===== config.mk =====
export PLATFORM = sky130hd
export DESIGN_NAME = pmem_arbiter
export DESIGN_NICKNAME = d
export VERILOG_FILES = /design/src/rtl/rv32i_types.sv /design/src/rtl/pmem_arbiter_rr_picker.sv /design/src/rtl/pmem_arbiter.sv
export SDC_FILE = /design/constraint.sdc
export NUM_CORES = 1
export LEC_CHECK = 0
export ABC_CLOCK_PERIOD_IN_PS = 10700
export CORE_AREA = 2 2 536 538
export DETAILED_ROUTE_END_ITERATION = 8
export DIE_AREA = 0 0 538 540
export GPL_ROUTABILITY_DRIVEN = 1
export HOLD_SLACK_MARGIN = 0.03
export SLEW_MARGIN = 20
export SYNTH_ARGS = -nofsm -noshare
export SYNTH_HDL_FRONTEND = slang
export SYNTH_HIERARCHICAL = 1
export SYNTH_SLANG_ARGS = --single-unit

===== constraint.sdc =====
create_clock -name clk -period 10.7 [get_ports clk]
set_input_delay 1.605 -clock clk [delete_from_list [all_inputs] [get_ports clk]]
set_output_delay 1.605 -clock clk [all_outputs]
set_load 0.01 [all_outputs]

===== src/rtl/rv32i_types.sv =====
// ============================================================================
// Package     : rv32i_types
// Description : Shared types and constants for the memory-side blocks.
// Revision    : 1.0 - initial release
// ============================================================================
`default_nettype none

package rv32i_types;

  localparam int MAX_ARB_PORTS = 8;

  typedef enum logic {
    IDLE = 1'b0,
    BUSY = 1'b1
  } arb_state_e;

endpackage : rv32i_types

`default_nettype wire


===== src/rtl/pmem_arbiter_rr_picker.sv =====
// ============================================================================
// Module      : rr_picker
// Description : Combinational port selector. Round-robin starting after
//               last_grant, or fixed highest-index priority when
//               PMEM_ARB_FIXED_PRIO_EN is defined.
// Revision    : 1.0 - initial release
// ============================================================================
`default_nettype none

module rr_picker #(
  parameter  int NUM_PORTS = 2,
  localparam int IDX_W     = $clog2(NUM_PORTS)
) (
  input  logic [NUM_PORTS-1:0] pending,
  input  logic [IDX_W-1:0]     last_grant,
  output logic                 valid,
  output logic [IDX_W-1:0]     grant
);

`ifdef PMEM_ARB_FIXED_PRIO_EN
  logic w_unused_last_grant;
  assign w_unused_last_grant = ^last_grant;

  // Ascending scan so the highest pending index is the last one written.
  always_comb begin
    valid = 1'b0;
    grant = '0;
    for (int i = 0; i < NUM_PORTS; i++) begin
      if (pending[IDX_W'(i)]) begin
        valid = 1'b1;
        grant = IDX_W'(i);
      end
    end
  end
`else
  logic [IDX_W-1:0] w_idx;

  // Descending offset scan so the nearest port after last_grant wins.
  always_comb begin
    valid = 1'b0;
    grant = '0;
    w_idx = '0;
    for (int k = NUM_PORTS; k >= 1; k--) begin
      w_idx = IDX_W'((int'(last_grant) + k) % NUM_PORTS);
      if (pending[w_idx]) begin
        valid = 1'b1;
        grant = w_idx;
      end
    end
  end
`endif

endmodule : rr_picker

`default_nettype wire


===== src/rtl/pmem_arbiter.sv =====
// ============================================================================
// Module      : pmem_arbiter
// Description : Arbitrates NUM_PORTS cacheline requesters onto one physical
//               memory adapter. Define PMEM_ARB_FIXED_PRIO_EN for fixed
//               highest-index priority instead of round-robin.
// Revision    : 1.0 - initial release
// ============================================================================
`default_nettype none

module pmem_arbiter
  import rv32i_types::*;
#(
  parameter int NUM_PORTS = 2,
  parameter int LINE_W    = 256,
  parameter int ADDR_W    = 32
) (
  input  logic                             clk,
  input  logic                             rst,
  input  logic [NUM_PORTS-1:0]             req_read,
  input  logic [NUM_PORTS-1:0]             req_write,
  input  logic [NUM_PORTS-1:0][ADDR_W-1:0] req_addr,
  input  logic [NUM_PORTS-1:0][LINE_W-1:0] req_wdata,
  output logic [NUM_PORTS-1:0]             req_resp,
  output logic [LINE_W-1:0]                req_rdata,
  output logic                             pmem_read,
  output logic                             pmem_write,
  output logic [ADDR_W-1:0]                pmem_address,
  output logic [LINE_W-1:0]                pmem_wdata,
  input  logic [LINE_W-1:0]                pmem_rdata,
  input  logic                             pmem_resp
);

  localparam int IDX_W = $clog2(NUM_PORTS);

  if (NUM_PORTS < 2 || NUM_PORTS > MAX_ARB_PORTS) begin : g_num_ports_check
    $error("pmem_arbiter: NUM_PORTS out of range");
  end

  arb_state_e           r_state;
  logic [IDX_W-1:0]     r_grant;
  logic [IDX_W-1:0]     r_last_grant;
  logic [NUM_PORTS-1:0] w_pending;
  logic                 w_pick_valid;
  logic [IDX_W-1:0]     w_pick_idx;

  assign w_pending = req_read | req_write;

  rr_picker #(
    .NUM_PORTS (NUM_PORTS)
  ) u_picker (
    .pending    (w_pending),
    .last_grant (r_last_grant),
    .valid      (w_pick_valid),
    .grant      (w_pick_idx)
  );

  // pmem_read/pmem_write double as the latched op; address/wdata are the
  // latched payload, so the adapter only ever sees registered values.
  always_ff @(posedge clk or posedge rst) begin
    if (rst) begin
      r_state      <= IDLE;
      r_grant      <= '0;
      r_last_grant <= IDX_W'(NUM_PORTS - 1);
      pmem_read    <= 1'b0;
      pmem_write   <= 1'b0;
      pmem_address <= '0;
      pmem_wdata   <= '0;
    end else begin
      case (r_state)
        IDLE: begin
          if (w_pick_valid) begin
            r_state      <= BUSY;
            r_grant      <= w_pick_idx;
            r_last_grant <= w_pick_idx;
            pmem_address <= req_addr[w_pick_idx];
            pmem_wdata   <= req_wdata[w_pick_idx];
            pmem_write   <= req_write[w_pick_idx];
            pmem_read    <= ~req_write[w_pick_idx];
          end
        end
        BUSY: begin
          if (pmem_resp) begin
            r_state    <= IDLE;
            pmem_read  <= 1'b0;
            pmem_write <= 1'b0;
          end
        end
        default: r_state <= IDLE;
      endcase
    end
  end

  always_comb begin
    req_resp = '0;
    if (r_state == BUSY && pmem_resp) begin
      req_resp[r_grant] = 1'b1;
    end
  end

  assign req_rdata = pmem_rdata;

endmodule : pmem_arbiter

`default_nettype wire


* After elaboration in Yosys (flattened, before gate mapping)
Index checks and enable logic that the tools add are counted.
** Word-level totals
- Output and inout port bits :: 548
- Bits of input ports :: 839
- Logic and storage cells :: 48
- Register bits after elaboration :: 293
** Cells by class
- Multiplexer cells :: 25
- Equality and inequality tests :: 2
- $add $sub $neg :: 2
- Reductions and logical operators :: 4
- Magnitude comparators :: 5
- Bitwise logic cells :: 3
** Operator list (number)
- 2-to-1 mux 256 bit :: 2
- 2-to-1 mux 32 bit :: 2
- 2-to-1 mux 1 bit :: 16
- < comparator 1 x 2 -> 1 bit, second input constant :: 4
- one-hot mux 1 bit (2 select lines) :: 3
- AND reduction 2 bit :: 2
- adder 1 bit, second input constant :: 2
- logical AND 1 bit :: 2
- 2-to-1 mux 2 bit :: 1
- inequality test 2 x 1 -> 1 bit, second input constant :: 1
- inequality test 2 bit, second input constant :: 1
- inverter 1 bit :: 2
- bitwise OR 2 bit :: 1
- demux 1 bit (select 1 bit) :: 1
- greater-or-equal comparator 1 bit, second input constant :: 1

* Longest topological paths before layout
Gate-level depths: netlist of run 1.
- Depth in word-level cells :: 10
- Mapped depth :: 7
- Depth with buffers taken out :: 4

* Cells and area by module
The synthesis of run 1 kept the hierarchy.
** Modules (own cells, without submodules)
- pmem_arbiter :: times used 1, area an instance 17314.1 µm², seq. area each 7333.3 µm², cells an instance 1205
- rr_picker :: times used 1, area an instance 13.8 µm², seq. area each 0.0 µm², cells an instance 2

* Worst setup path before layout of run 1
No wires, ideal clock.
- Path type :: input port to output port
- From :: input port pmem_resp
- To :: output port req_resp[0]
- Required time :: 9095 ps
- Path slack :: 7295 ps
- Arrival :: 1800 ps
- Buffers on the path :: 0
- Stages :: 2
- Cells stage by stage :: nand2_1 > nor2_1
** On the way
- Word-level cells in the longest chain between the ends :: 2
** Ends and longest elaborated chain
- start, declared :: line pmem_arbiter.sv:30 : input logic pmem_resp
- logical AND 1 bit :: line pmem_arbiter.sv:95 : if (r_state == BUSY && pmem_resp) begin
- 2-to-1 mux 2 bit :: line pmem_arbiter.sv:95
- end, declared :: line pmem_arbiter.sv:23 : output logic [NUM_PORTS-1:0] req_resp,
Every way passes these cells.

* Worst setup path after layout of run 1
- From :: input port pmem_resp
- To :: output port req_resp[1]
Same word-level chain as after synthesis.

==> flow_summary.toml, run 1 <==
[status]
status = "complete, no violations"

[power_and_ir_drop]
ir_drop_mv = 0.1581
switchingPower_uw = 3248
switching_share_pct = 39.66
p_int_uw = 4941
total_power_uw = 8188
power_frac_seq_pct = 25.4
power_density_nw_per_um2 = 274.4
comb_power_share_pct = 56.1
cellLeakagePower_uw = 0.01079
clock_power_share_pct = 18.4

[global_route]
grt_max_degree = 124
first_global_vias = 13660
grt_antenna_before_repair = 110
grt.overflow.total = 0
grt_pass1_wl_um = 164400
grt_usage_pct = 9.020

[clock_network]
clock_path_buffers = 3
cts-root-buf = "clkbuf_16"
insertion_delay_ps = 660
numCtsBuffers = 42
ctsHtreeMaxLevel = 2
clkTransAtPathRegs_ps = 60
post_cts_buffers = 0
cts_resized = 0
hold_buffers = 0
cts_tree = "yes"
clock_sinks = 293

[yosys]
ys_seq_elements = 293
ys_warn_count = 6
synth_cell_types = 21
synth_area_per_cell_um2 = 14.36
synth_area_um2 = 17330
synthesis.nets = 2046
synth_cells = 1207
ys_seq_area_share_pct = 42.32

[place]
io_buffers = 874
place_hpwl_um = 118500
place_congestion = 0.9507
place_area_um2 = 28360

[drt]
avgRoutedWirePerCell_um = 24.06
num_vias = 12870
drtAntennaViolNets = 0
routed_wl_um = 135700
drt-vias-per-instance = 2.282
drcViolationCount = 0
drt_iter0_markers = 559
first_pass_iters = 5

[sta]
fin_crit_ps = 4616
rsz0062_at_grt = "false"
tns_ps = 0
slew_violations = 0
worst_slew_pin_slew_ps = 1033
setup_viol = 0
fmax_mhz = 216.7
max-slew-margin-rel_pct = 31.12
hold_violations = 0
clock_skew_ps = 23.03
timing.final.crit_share_pct = 43.14
fin_hold_ws_ps = 504.7

[die]
coreArea_um2 = 284500
die_y_um = 540
dieWidth_um = 538
ios = 1387
fp.dieArea_um2 = 290500
rows = 196
initial_core_util_pct = 6.091

[worst_setup_path]
end_kind = "primary output"
cp_max_fo = 4
cp.arrival_ps = 3010
required_ps = 9100
start_kind = "primary input"
crit_type = "in -> out"

[layout]
post_route_cells_drive_above_1_share_pct = 29.91
nets = 2656
area_delta_synth_final_pct = 72.21
nFillCells = 32350
fin_area_um2 = 29840

[run]
max_cap_violations = 0

[min_path]
hold_path_class = "reg -> reg"
[critical path, stage by stage]
cell,delay [ps]
clkdlybuf4s50_1,530
and3_1,190
clkdlybuf4s50_1,690
[cells by family after synthesis]
logic type	Yosys count	share of synthesized area (%)
AOI/OAI and AO/OA	4	0.1733
buffers and inverters	322	15.04
DFF	293	42.32
muxes	580	42.21
and+or+nand+nor	8	0.2600
[area by class of cell]
| cell class | instances | area, um2 | share of cell area (%) |
|---|---|---|---|
| Antenna cell | 28 | 70.07 | 0.2348 |
| Clock buffer | 57 | 1179 | 3.950 |
| Clock inverter | 19 | 227.7 | 0.7631 |
| Inverter | 2 | 15.01 | 0.05032 |
| Multi-Input combinational cell | 592 | 7407 | 24.82 |
| Sequential cell | 293 | 7333 | 24.58 |
| Tap cell | 3762 | 4707 | 15.77 |
| Timing Repair Buffer | 886 | 8901 | 29.83 |
[cell usage after synthesis, drive strengths merged]
library cell,instances,area share [%]
inv,2,0.043
a22o,1,0.051
dfstp,1,0.15
mux2i,2,0.12
nand2b,1,0.036
mux2,578,42
or2,3,0.11
buf,320,15
o21ai,1,0.029
dfrtp,292,42
a21boi,1,0.043
and3,1,0.036
nor2,1,0.022
nand2,1,0.022
nor2b,1,0.036
o2bb2ai,1,0.051
[path summary, 6_finish.rpt]
check | cells after the start | start | to | slack (ps)
worst max-delay path | 3 | pmem_resp | req_resp[1] | 6080
worst min-delay path | 1 | pmem_wdata[103] | pmem_wdata[103] | 500
worst max register to register | 4 | r_state | pmem_wdata[94] | 7640
worst min register to register | 1 | pmem_wdata[103] | pmem_wdata[103] | 500
max in group asynchronous | 4 | rst | pmem_address[12] | 7200
min in group asynchronous | 2 | rst | pmem_wdata[43] | 1430
[power groups by stage]
stage                     logic [uW]  registers, uW  clock network [uW]
after detailed placement        4670           2090                   0
after global routing            4810           2160                1620
after floorplan                 1980           2260                   0
final                           4600           2080                1510
after global placement          4650           2080                   0
after CTS                       4700           2090                1600
[metrics by stage]
stage	utilization [%]	instances	worst slack (ps)
6_report	10.49	5639	6084
5_1_grt	10.47	5622	5907
4_1_cts	10.46	5611	6021
3_5_place_dp	9.971	5535	5510
3_3_place_gp	9.971	5535	5523
2_1_floorplan	-	1207	1006
[layer usage]
layer	global-route usage, %	vias up	routed length [um]
li1	-	5249	-
met1	10.27	6029	52100
met2	12.41	1037	52860
met3	5.576	474	20140
met4	5.874	80	10010
met5	0	-	561
[cells in the final DEF (no fill, tap or decap), drive strengths merged]
cell / n
diode: 28
clkdlybuf4s50: 874
buf: 12
mux2i: 2
nor2b: 1
dfrtp: 292
o2bb2ai: 1
and3: 1
clkinvlp: 1
nand2b: 1
nand2: 1
bufinv: 4
nor2: 1
inv: 6
a22o: 1
clkbuf: 57
clkinv: 10
dfstp: 1
a21boi: 1
o21ai: 1
or2: 3
mux2: 578
[sequential cells by signal, summed over array words and instances, names as in the netlist]
name	count
r_grant	1
pmem_read	1
pmem_wdata	256
pmem_write	1
r_state	1
pmem_address	32
r_last_grant	1
Power figures use the tool's default switching activity.
==> run 2, diff against run 1 <==
Settings changed: ABC_CLOCK_PERIOD_IN_PS 10700 to 4230, CORE_AREA 2 2 536 538 to 2 2 544 546, DIE_AREA 0 0 538 540 to 0 0 546 548.
Clock period 10.7 ns to 4.23 ns, I/O delays scaled along.
==> run 2 against run 1 <==
  * Combinational power grew to 2.5 times the previous value
  * Flip-flop and latch count is the same
  * Wire length up 0.11%
  * Critical path depth down 1
  * Power rose to 2.6 times the previous value
  * First-iteration DRC count shrank 5.2%
  * Sequential power rose to 2.6 times the previous value
  * Non-clock buffer count up 21
  * Clock skew decreased by 0.64 ps
  * Largest cell class unchanged
==> flow_summary.toml, run 2 (synthesized netlist as in run 1, its figures left out) <==
[die]
rows = 199
fp.dieArea_um2 = 299200
initial_core_util_pct = 5.913
dieWidth_um = 546
ios = 1387
die_y_um = 548
coreArea_um2 = 293100

[layout]
most-common-layout-cells = "clkdlybuf4s50_1, dfrtp_1, mux2_2"
area_delta_synth_final_pct = 75.25
reg.largest.list = "pmem_wdata (256), pmem_address (32)"
post_route_cells_drive_above_1_share_pct = 30.97
regMostFlops = "pmem_wdata"
regArea_um2 = 7333
nFillCells = 33470
final_cell_count_no_fill = 5823
final_common_cell = "clkdlybuf4s50_1"
largest_reg_flops = 256
nets = 2679
multi_input_area_um2 = 7407
final_util_pct = 10.36
fin_area_um2 = 30370

[worst_setup_path]
crit_type = "reg -> out"
cp.arrival_ps = 2130
slowest_delay_ps = 770
path_cells = "and3_1 -> clkdlybuf4s50_1"
cp_max_fo = 6
end_kind = "primary output"
cp_top_family = "buffers and inverters"
required_ps = 3600
worst-path-buf-inv = 1
slowest_stage = "clkdlybuf4s50_1"
start_kind = "flop"

[place]
place_hpwl_um = 118500
preCtsSetupSlack_ps = 856.1
place_congestion = 0.9185
place_inst = 5713
io_buffers = 874
place_area_um2 = 28790

[clock_network]
cts_tree = "yes"
hold_buffers = 0
clock_path_buffers = 3
cts_resized = 0
cts-root-buf = "clkbuf_16"
ctsHtreeMaxLevel = 2
clock_sinks = 293
insertion_delay_ps = 690
post_cts_buffers = 0
clkTransAtPathRegs_ps = 60
numCtsBuffers = 44

[sta]
max-slew-margin-rel_pct = 42.94
setup_viol = 0
rsz0062_at_grt = "false"
hold_violations = 0
worst_slew_pin_slew_ps = 855.9
fin_crit_ps = 2767
worst_slack_ps = 1463
clock_skew_ps = 22.38
fmax_mhz = 361.4
timing.final.crit_share_pct = 65.42
tns_ps = 0
slew_violations = 0

[global_route]
grt.overflow.total = 0
grt_usage_pct = 8.766
grt_pass1_wl_um = 165700
first_global_vias = 13710
grt_antenna_before_repair = 112
top_usage_layer = "met2"
grtUsageMet3_pct = 4.153
grt_max_degree = 103
use_met2_pct = 12.94
met1_usage_pct = 10.35

[drt]
first_pass_iters = 4
num_vias = 12870
drt_iter0_markers = 530
avgRoutedWirePerCell_um = 23.33
drcViolationCount = 0
drt-vias-per-instance = 2.210
drtAntennaViolNets = 0
routed_wl_um = 135800

[power_and_ir_drop]
ir_drop_mv = 0.3464
power_density_nw_per_um2 = 689.6
cellLeakagePower_uw = 0.01094

[run]
max_cap_violations = 0

[status]
status = "complete, no violations"

[min_path]
hold_path_class = "in -> async"
==> run 2: changes by cell type in the layout (fill, tap and decap cells not counted), sizes merged <==
cell and change:
buf +21, clkinv -1, diode +3, clkinvlp +3, inv +1
==> run 2: final timing paths <==
kind	slack [ps]	depth (start not counted)	startpoint	to
worst max-delay path	1460	2	r_state	req_resp[1]
worst min-delay path	400	2	rst	pmem_address[15]
worst max register to register	2120	4	r_state	pmem_wdata[39]
worst min register to register	510	1	pmem_wdata[102]	pmem_wdata[102]
max in group asynchronous	2640	4	rst	pmem_wdata[110]
min in group clk	510	1	pmem_wdata[102]	pmem_wdata[102]
==> run 2: cell type report <==
type	instances	share of cell area, %
clock buffer	57	4.017
antenna	31	0.2555
clock inverter	22	0.9230
tap	3919	16.15
inverter	2	0.03708
sequential	293	24.15
timing repair buffer	907	30.08
multi-input combinational	592	24.39
==> run 2: layer usage <==
metal	up-vias	part of all wire, %
met2	915	41
met4	74	6.6
met3	477	11
met1	6118	40
met5	-	0.36
li1	5284	-
==> run 2: stage by stage <==
stage	hold WS (ps)	power, uW
finish	403.3	20940
global route	317.7	22040
CTS	288.1	21610
detailed placement	491.2	17290
global placement	491.3	17190
floorplan	495.5	10730
==> run 2: power breakdown <==
part / internal, uW / switching (uW)
combinational: 6090 / 5490
clock: 2290 / 1680
sequential: 4270 / 1100
total: 12700 / 8280
